<file path="src/rtl/intbus_debug_init_pkg.sv">
// Shared types for the intbus debug initiator: FSM states, response record and
// the saturating increment used by the optional statistics counters.
package intbus_debug_init_pkg;

    typedef enum logic [2:0] {
        IDLE,
        WR,
        RD,
        RWAIT,
        RESP
    } state_t;

    localparam int STAT_W     = 16;
    localparam int RSP_DATA_W = 32;

    typedef struct packed {
        logic [RSP_DATA_W-1:0] rdata;
        logic                  tmo;
    } rsp_t;

    function automatic logic [STAT_W-1:0] sat_inc(input logic [STAT_W-1:0] v);
        return (&v) ? v : v + STAT_W'(1);
    endfunction

endpackage

</file>
<file path="src/rtl/intbus_debug_init_tmr.sv">
// Loadable down-counter bounding how long a read waits for bus_rvalid.
// expired is high while the count sits at zero.
module intbus_debug_init_tmr #(
    parameter int TMO_CYC = 255
) (
    input  logic clk,
    input  logic reset,
    input  logic load,
    input  logic en,
    output logic expired
);

    localparam int W = $clog2(TMO_CYC + 1);

    logic [W-1:0] cnt_q;
    logic [W-1:0] cnt_d;

    always_comb begin
        cnt_d = cnt_q;
        if (load) begin
            cnt_d = W'(TMO_CYC);
        end else if (en && (cnt_q != '0)) begin
            cnt_d = cnt_q - W'(1);
        end
    end

    always_ff @(posedge clk or posedge reset) begin
        if (reset) begin
            cnt_q <= '0;
        end else begin
            cnt_q <= cnt_d;
        end
    end

    assign expired = (cnt_q == '0);

endmodule

</file>
<file path="src/rtl/intbus_debug_init.sv">
// Debug initiator: turns single read/write commands into intbus strobes and
// returns read data or a timeout. Optional counters: INTBUS_DEBUG_INIT_STATS_EN.
module intbus_debug_init
    import intbus_debug_init_pkg::*;
#(
    parameter int ADDR_W  = 16,
    parameter int DATA_W  = 32,
    parameter int TMO_CYC = 255
) (
    input  logic              clk,
    input  logic              reset,
    input  logic              cmd_valid,
    output logic              cmd_ready,
    input  logic              cmd_wr,
    input  logic [ADDR_W-1:0] cmd_addr,
    input  logic [DATA_W-1:0] cmd_wdata,
    output logic              rsp_valid,
    input  logic              rsp_ready,
    output logic [DATA_W-1:0] rsp_rdata,
    output logic              rsp_tmo,
    output logic [ADDR_W-1:0] bus_addr,
    output logic [DATA_W-1:0] bus_wdata,
    output logic              bus_wr,
    output logic              bus_rd,
    input  logic [DATA_W-1:0] bus_rdata,
    input  logic              bus_rvalid
`ifdef INTBUS_DEBUG_INIT_STATS_EN
   ,input  logic              stat_clr,
    output logic [STAT_W-1:0] stat_wr_cnt,
    output logic [STAT_W-1:0] stat_rd_cnt,
    output logic [STAT_W-1:0] stat_tmo_cnt
`endif
);

    state_t            state_q,     state_d;
    logic [ADDR_W-1:0] bus_addr_q,  bus_addr_d;
    logic [DATA_W-1:0] bus_wdata_q, bus_wdata_d;
    rsp_t              rsp_q,       rsp_d;
    logic              tmr_load;
    logic              tmr_en;
    logic              tmr_expired;

    intbus_debug_init_tmr #(
        .TMO_CYC (TMO_CYC)
    ) u_tmr (
        .clk     (clk),
        .reset   (reset),
        .load    (tmr_load),
        .en      (tmr_en),
        .expired (tmr_expired)
    );

    always_comb begin
        state_d     = state_q;
        bus_addr_d  = bus_addr_q;
        bus_wdata_d = bus_wdata_q;
        rsp_d       = rsp_q;
        tmr_load    = 1'b0;
        tmr_en      = 1'b0;
        case (state_q)
            IDLE: begin
                if (cmd_valid && cmd_ready) begin
                    bus_addr_d  = cmd_addr;
                    bus_wdata_d = cmd_wdata;
                    state_d     = cmd_wr ? WR : RD;
                end
            end
            WR: begin
                rsp_d   = '0;
                state_d = RESP;
            end
            RD: begin
                tmr_load = 1'b1;
                state_d  = RWAIT;
            end
            RWAIT: begin
                // rvalid is checked first so it wins over a same-cycle expiry
                if (bus_rvalid) begin
                    rsp_d.rdata = RSP_DATA_W'(bus_rdata);
                    rsp_d.tmo   = 1'b0;
                    state_d     = RESP;
                end else if (tmr_expired) begin
                    rsp_d     = '0;
                    rsp_d.tmo = 1'b1;
                    state_d   = RESP;
                end else begin
                    tmr_en = 1'b1;
                end
            end
            RESP: begin
                if (rsp_ready) begin
                    state_d = IDLE;
                end
            end
            default: state_d = IDLE;
        endcase
    end

    always_ff @(posedge clk or posedge reset) begin
        if (reset) begin
            state_q     <= IDLE;
            bus_addr_q  <= '0;
            bus_wdata_q <= '0;
            rsp_q       <= '0;
        end else begin
            state_q     <= state_d;
            bus_addr_q  <= bus_addr_d;
            bus_wdata_q <= bus_wdata_d;
            rsp_q       <= rsp_d;
        end
    end

    // Strobes decode straight from state so an async reset drops them at once
    assign cmd_ready = (state_q == IDLE) && !reset;
    assign bus_wr    = (state_q == WR);
    assign bus_rd    = (state_q == RD);
    assign rsp_valid = (state_q == RESP);
    assign bus_addr  = bus_addr_q;
    assign bus_wdata = bus_wdata_q;
    assign rsp_rdata = rsp_q.rdata[DATA_W-1:0];
    assign rsp_tmo   = rsp_q.tmo;

`ifdef INTBUS_DEBUG_INIT_STATS_EN
    logic [STAT_W-1:0] wr_cnt_q,  wr_cnt_d;
    logic [STAT_W-1:0] rd_cnt_q,  rd_cnt_d;
    logic [STAT_W-1:0] tmo_cnt_q, tmo_cnt_d;
    logic              tmo_evt;

    assign tmo_evt = (state_q == RWAIT) && !bus_rvalid && tmr_expired;

    always_comb begin
        wr_cnt_d  = wr_cnt_q;
        rd_cnt_d  = rd_cnt_q;
        tmo_cnt_d = tmo_cnt_q;
        if (stat_clr) begin
            wr_cnt_d  = '0;
            rd_cnt_d  = '0;
            tmo_cnt_d = '0;
        end else begin
            if (bus_wr)  wr_cnt_d  = sat_inc(wr_cnt_q);
            if (bus_rd)  rd_cnt_d  = sat_inc(rd_cnt_q);
            if (tmo_evt) tmo_cnt_d = sat_inc(tmo_cnt_q);
        end
    end

    always_ff @(posedge clk or posedge reset) begin
        if (reset) begin
            wr_cnt_q  <= '0;
            rd_cnt_q  <= '0;
            tmo_cnt_q <= '0;
        end else begin
            wr_cnt_q  <= wr_cnt_d;
            rd_cnt_q  <= rd_cnt_d;
            tmo_cnt_q <= tmo_cnt_d;
        end
    end

    assign stat_wr_cnt  = wr_cnt_q;
    assign stat_rd_cnt  = rd_cnt_q;
    assign stat_tmo_cnt = tmo_cnt_q;
`endif

endmodule

</file>
<file path="config.mk">
export PLATFORM = sky130hd
export DESIGN_NAME = intbus_debug_init
export DESIGN_NICKNAME = d
export VERILOG_FILES = /design/src/rtl/intbus_debug_init_pkg.sv /design/src/rtl/intbus_debug_init_tmr.sv /design/src/rtl/intbus_debug_init.sv
export SDC_FILE = /design/constraint.sdc
export NUM_CORES = 1
export LEC_CHECK = 0
export ABC_AREA = 1
export CORE_UTILIZATION = 39
export CTS_BUF_LIST = sky130_fd_sc_hd__clkbuf_8
export DETAILED_ROUTE_END_ITERATION = 8
export PLACE_DENSITY = 0.78
export SYNTH_ARGS = -nofsm -noshare
export SYNTH_HDL_FRONTEND = slang
export SYNTH_SLANG_ARGS = --single-unit
</file>
<file path="constraint.sdc">
create_clock -name clk -period 3.2 [get_ports clk]
set_input_delay 0.96 -clock clk [delete_from_list [all_inputs] [get_ports clk]]
set_output_delay 0.96 -clock clk [all_outputs]
set_load 0.005 [all_outputs]
</file>
* Yosys cells after proc, flatten, opt, wreduce, memory -nomap -nowiden *
Cells that the tools add are included.

storage, ports and cells
  register bits = 92
  bits in latches = 0
  memory bits (writable) = 0
  bits in read-only memories = 0
  input bits = 86
  output and inout port bits = 85
  logic and storage cells = 41
  memories kept = 0

operators by class
  add/subtract/negate cells = 1
  multipliers = 0
  divide/modulo/power cells = 0
  order comparisons = 0
  eq/ne operators = 7
  shift-type cells = 0
  mux-type cells = 15
  bitwise logic cells = 0
  reductions and logical operators = 12

operators by type and width
  kind                   number
  $mux W33               2
  $pmux W33 S2           1
  $mux W8                2
  $pmux W3 S5            1
  $mux W3                4
  $logic_not A8 Y1       1
  $reduce_bool A8 Y1     1
  $sub A8 B1 Y8 const B  1
  $eq A3 B2 Y1 const B   2
  $mux W1                4
  $reduce_and A2 Y1      2
  $reduce_bool A2 Y1     2
  $eq A3 B1 Y1 const B   1
  $eq A3 B3 Y1 const B   1
  $logic_and A1 B1 Y1    3
  $logic_not A3 Y1       1
  $ne A3 B3 Y1 const B   1
  $reduce_and A3 Y1      1
  $mux W2                1
  $ne A2 B1 Y1 const B   1
  $ne A2 B2 Y1 const B   1
  $logic_not A1 Y1       1

* Depth between registers and ports, before layout *
  depth in word-level cells = 7
  depth in mapped cells = 10
  mapped depth without buffers = 9

* Cells and area by module *
A second synthesis with hierarchy kept.

unflattened totals
  cells, all modules = 462
  area total of the unflattened synthesis = 3932.5 µm²

by module, submodules not included
  module                 instances  cells each  area each (µm²)  seq. area each (µm²)
  intbus_debug_init      1          384         3388.2           2102.0
  intbus_debug_init_tmr  1          78          544.3            200.2

* Worst setup path before layout *
Ideal clock, no wire load.

  path kind = in2reg
  start point = in reset
  end point = reg state_q[0]
  library setup time = 0.101 ns
  arrival = 3.370 ns
  setup slack = -0.271 ns
  stages = 3
  path buffers = 0
  cells stage by stage = inv_1 -> a21oi_1 -> o31ai_1

on the way
  word-level cells in the longest chain between the ends = 5

ends and longest elaborated chain
  element                      RTL line                  text
  start: declaration           intbus_debug_init.sv:11   input logic reset,
  $logic_not A1 Y1 (no line)   -
  $logic_and A1 B1 Y1          intbus_debug_init.sv:114  assign cmd_ready = (state_q == IDLE) && !reset;
  $logic_and A1 B1 Y1          intbus_debug_init.sv:62   if (cmd_valid && cmd_ready) begin
  $ne A2 B2 Y1 (no line)       -
  $reduce_and A3 Y1 (no line)  -
  end signal: assignment       intbus_debug_init.sv:106  state_q <= state_d;
  end: declaration             intbus_debug_init.sv:35   state_t state_q, state_d;

Every way passes these cells.
A chain may end at the register's enable or synchronous reset.

* Final worst setup path *
  start point = in reset
  end point = out cmd_ready

on the way
  word-level cells in the longest chain between the ends = 2

ends and longest elaborated chain
  element                     RTL line                  text
  $logic_not A1 Y1 (no line)  -
  $logic_and A1 B1 Y1         intbus_debug_init.sv:114
  end: declaration            intbus_debug_init.sv:13   output logic cmd_ready,

Every way passes these cells.

==> flow_summary.yaml <==
outcome:
  status: "finished clean"
clocking:
  ctsLongestPathBuffers: 2
  clk_latency_ns: 0.36
  postCtsResizedCells: 0
  cts_sinks: 92
  root_buffer: "clkbuf_8"
  cts_tree: "built"
  htree_levels: 3
  cts_setup_buffers: 0
  cts_buffers: 9
  clkSlewWorstSetupHoldPaths_ns: 0.08
  hold_buffers: 0
routing:
  antenna_left: 0
  vias: 3646
  drc: 0
  wire_per_inst_um: 13.87
  wirelength_um: 10520
  vias_per_cell: 4.804
  firstDrtPassIters: 4
  first_iter_violations: 163
timing:
  min_period_ns: 3.088
  finalClockSkew_ns: 0.009510
  tightest_slew_ns: 0.6053
  setup-tns-final_ns: 0
  fin_ws_ns: 0.1116
  rsz0062_at_grt: "false"
  setup_viol: 0
  finalCritPeriodShare_pct: 96.51
  fin_hold_ws_ns: 0.4772
  slew_violations: 0
  fmax_ghz: 0.3238
  slew_headroom_pct: 59.51
  hold_viol: 0
layout:
  final_cell_mix: "nand2_1, clkdlybuf4s50_1, nand3_1"
  nets: 709
  drive_above_1_share_pct: 5.591
  syn_to_final_growth_pct: 50.11
  diodes: 0
  final_common_cell: "nand2_1"
  fillers: 890
synth:
  syn_avg_cell_area_um2: 8.565
  syn_area_um2: 3940
  synth_cell_types: 20
  ys_seq_elements: 92
  yosysWarnings: 0
  ys_seq_area_share_pct: 58.43
  synthCells: 460
  syn_nets: 548
worst_hold_path:
  hold_path_class: "flip-flop to flip-flop"
flow_run:
  max-cap-violations: 0
worst_setup_path:
  cpPeakStageDelay_ns: 0.56
  cpMostUsedCell: "clkdlybuf4s50_1"
  critical_path_arrival_ns: 2.13
  worst_path_max_delay_cell: "clkdlybuf4s50_1"
  critical_path_class: "input pin to output pin"
  startpoint_type: "input pin"
  regToRegSetupSlack_ns: 1.28
  critPathRequiredTime_ns: 2.24
  cp-end-kind: "output pin"
  crit_fanout: 2
  path_cells: "clkdlybuf4s50_1 > nor2_4 > clkdlybuf4s50_1"
grt:
  grt_pass1_wl_um: 16390
  grt-ovfl-total: 0
  grt_pass1_vias: 3479
  gr-usage-all-layers_pct: 20.32
  grt_max_degree: 93
  antenna_found_initial: 0
floorplan:
  core_area_um2: 9774
  io_pins: 171
  die_w_um: 102.5
  placementRows: 36
  die_y_um: 102.5
  die_area_um2: 10510
  start_util_pct: 40.31
place:
  dp_hpwl_um: 7443
  place_congestion: 0.8188
  place_ws_ns: 0.1168
  io_buffers: 170
pwr:
  p_leak_nw: 2.910
  vdd_ir_drop_max_mv: 0.3120
  finalPower_mw: 4.848
  power_density_nw_per_um2: 819.7
[worst max-delay path: cells and delay by family]
family | cells | cell delay [ns]
buffers and inverters | 2 | 1.03
and+or+nand+nor | 1 | 0.14
[synthesized netlist by cell type]
library cell / number / area (um2)
nand2_1: 194 / 728.2
nand3_1: 98 / 490.5
dfrtp_1: 92 / 2302
inv_1: 15 / 56.30
buf_2: 13 / 65.06
nor2_1: 7 / 26.28
clkbuf_1: 6 / 22.52
o21ai_0: 6 / 30.03
buf_6: 5 / 56.30
nand4_1: 5 / 31.28
inv_2: 4 / 15.01
nand2_2: 3 / 18.77
nor2_2: 3 / 18.77
buf_4: 2 / 15.01
ha_1: 2 / 25.02
a21oi_1: 1 / 5.000
nor2_4: 1 / 11.26
nor3_1: 1 / 5.000
nor3_2: 1 / 10.01
o31ai_1: 1 / 7.510
[power by group]
part           internal, mW  total [mW]  switching (mW)  leakage, nW
Sequential             1.67        1.96           0.296         1.18
Clock                 0.399       0.801           0.402        0.107
Combinational          1.16        2.08           0.920         1.62
Total                  3.23        4.85            1.62         2.91
[final timing paths]
check | to | from | cells after the start
max | cmd_ready | reset | 3
max reg2reg | bus_wdata[20] | state_q[0] | 8
min reg2reg | bus_wdata[29] | bus_wdata[29] | 2
max in group asynchronous | rsp_rdata[30] | reset | 4
min in group asynchronous | u_tmr.cnt_q[2] | reset | 4
min | bus_wdata[29] | bus_wdata[29] | 2
[metrics by stage]
stage	cells	cell area, um2	utilization [%]
after floorplan	460	3944	-
after global placement	743	5712	58.44
after detailed placement	743	5712	58.44
after CTS	759	5914	60.51
after global routing	759	5914	60.51
final	759	5914	60.51
[layout make-up]
class	count	area (um2)	share of cell area, %
inverter	19	75.07	1.269
clock buffer	11	151.4	2.560
tap	133	166.4	2.814
sequential	92	2302	38.93
multi-input combinational	323	1414	23.91
timing repair buffer	176	1754	29.66
clock inverter	5	51.30	0.8674
[registers in the layout (all words and copies together) (netlist names)]
register,flops
rsp_tmo,1
u_tmr.cnt_q,8
bus_wdata,32
bus_addr,16
state_q,3
rsp_rdata,32
[routing by layer]
layer | part of all wire, % | GRT usage (%)
met1 | 42 | 25.25
met2 | 50 | 34.21
met3 | 5.8 | 3.729
met4 | 2.1 | 9.780
met5 | 0 | 0
[kinds of logic (layout without fill, tap and decap cells)]
family	Yosys count	in the layout	synth area share [%]
compound gates	8	8	1.080
fa+ha+maj	2	2	0.6350
buf+inv	45	211	5.843
flops	92	92	58.43
simple gates	313	313	34.01
Note: power is estimated with default switching activity, not from simulation.
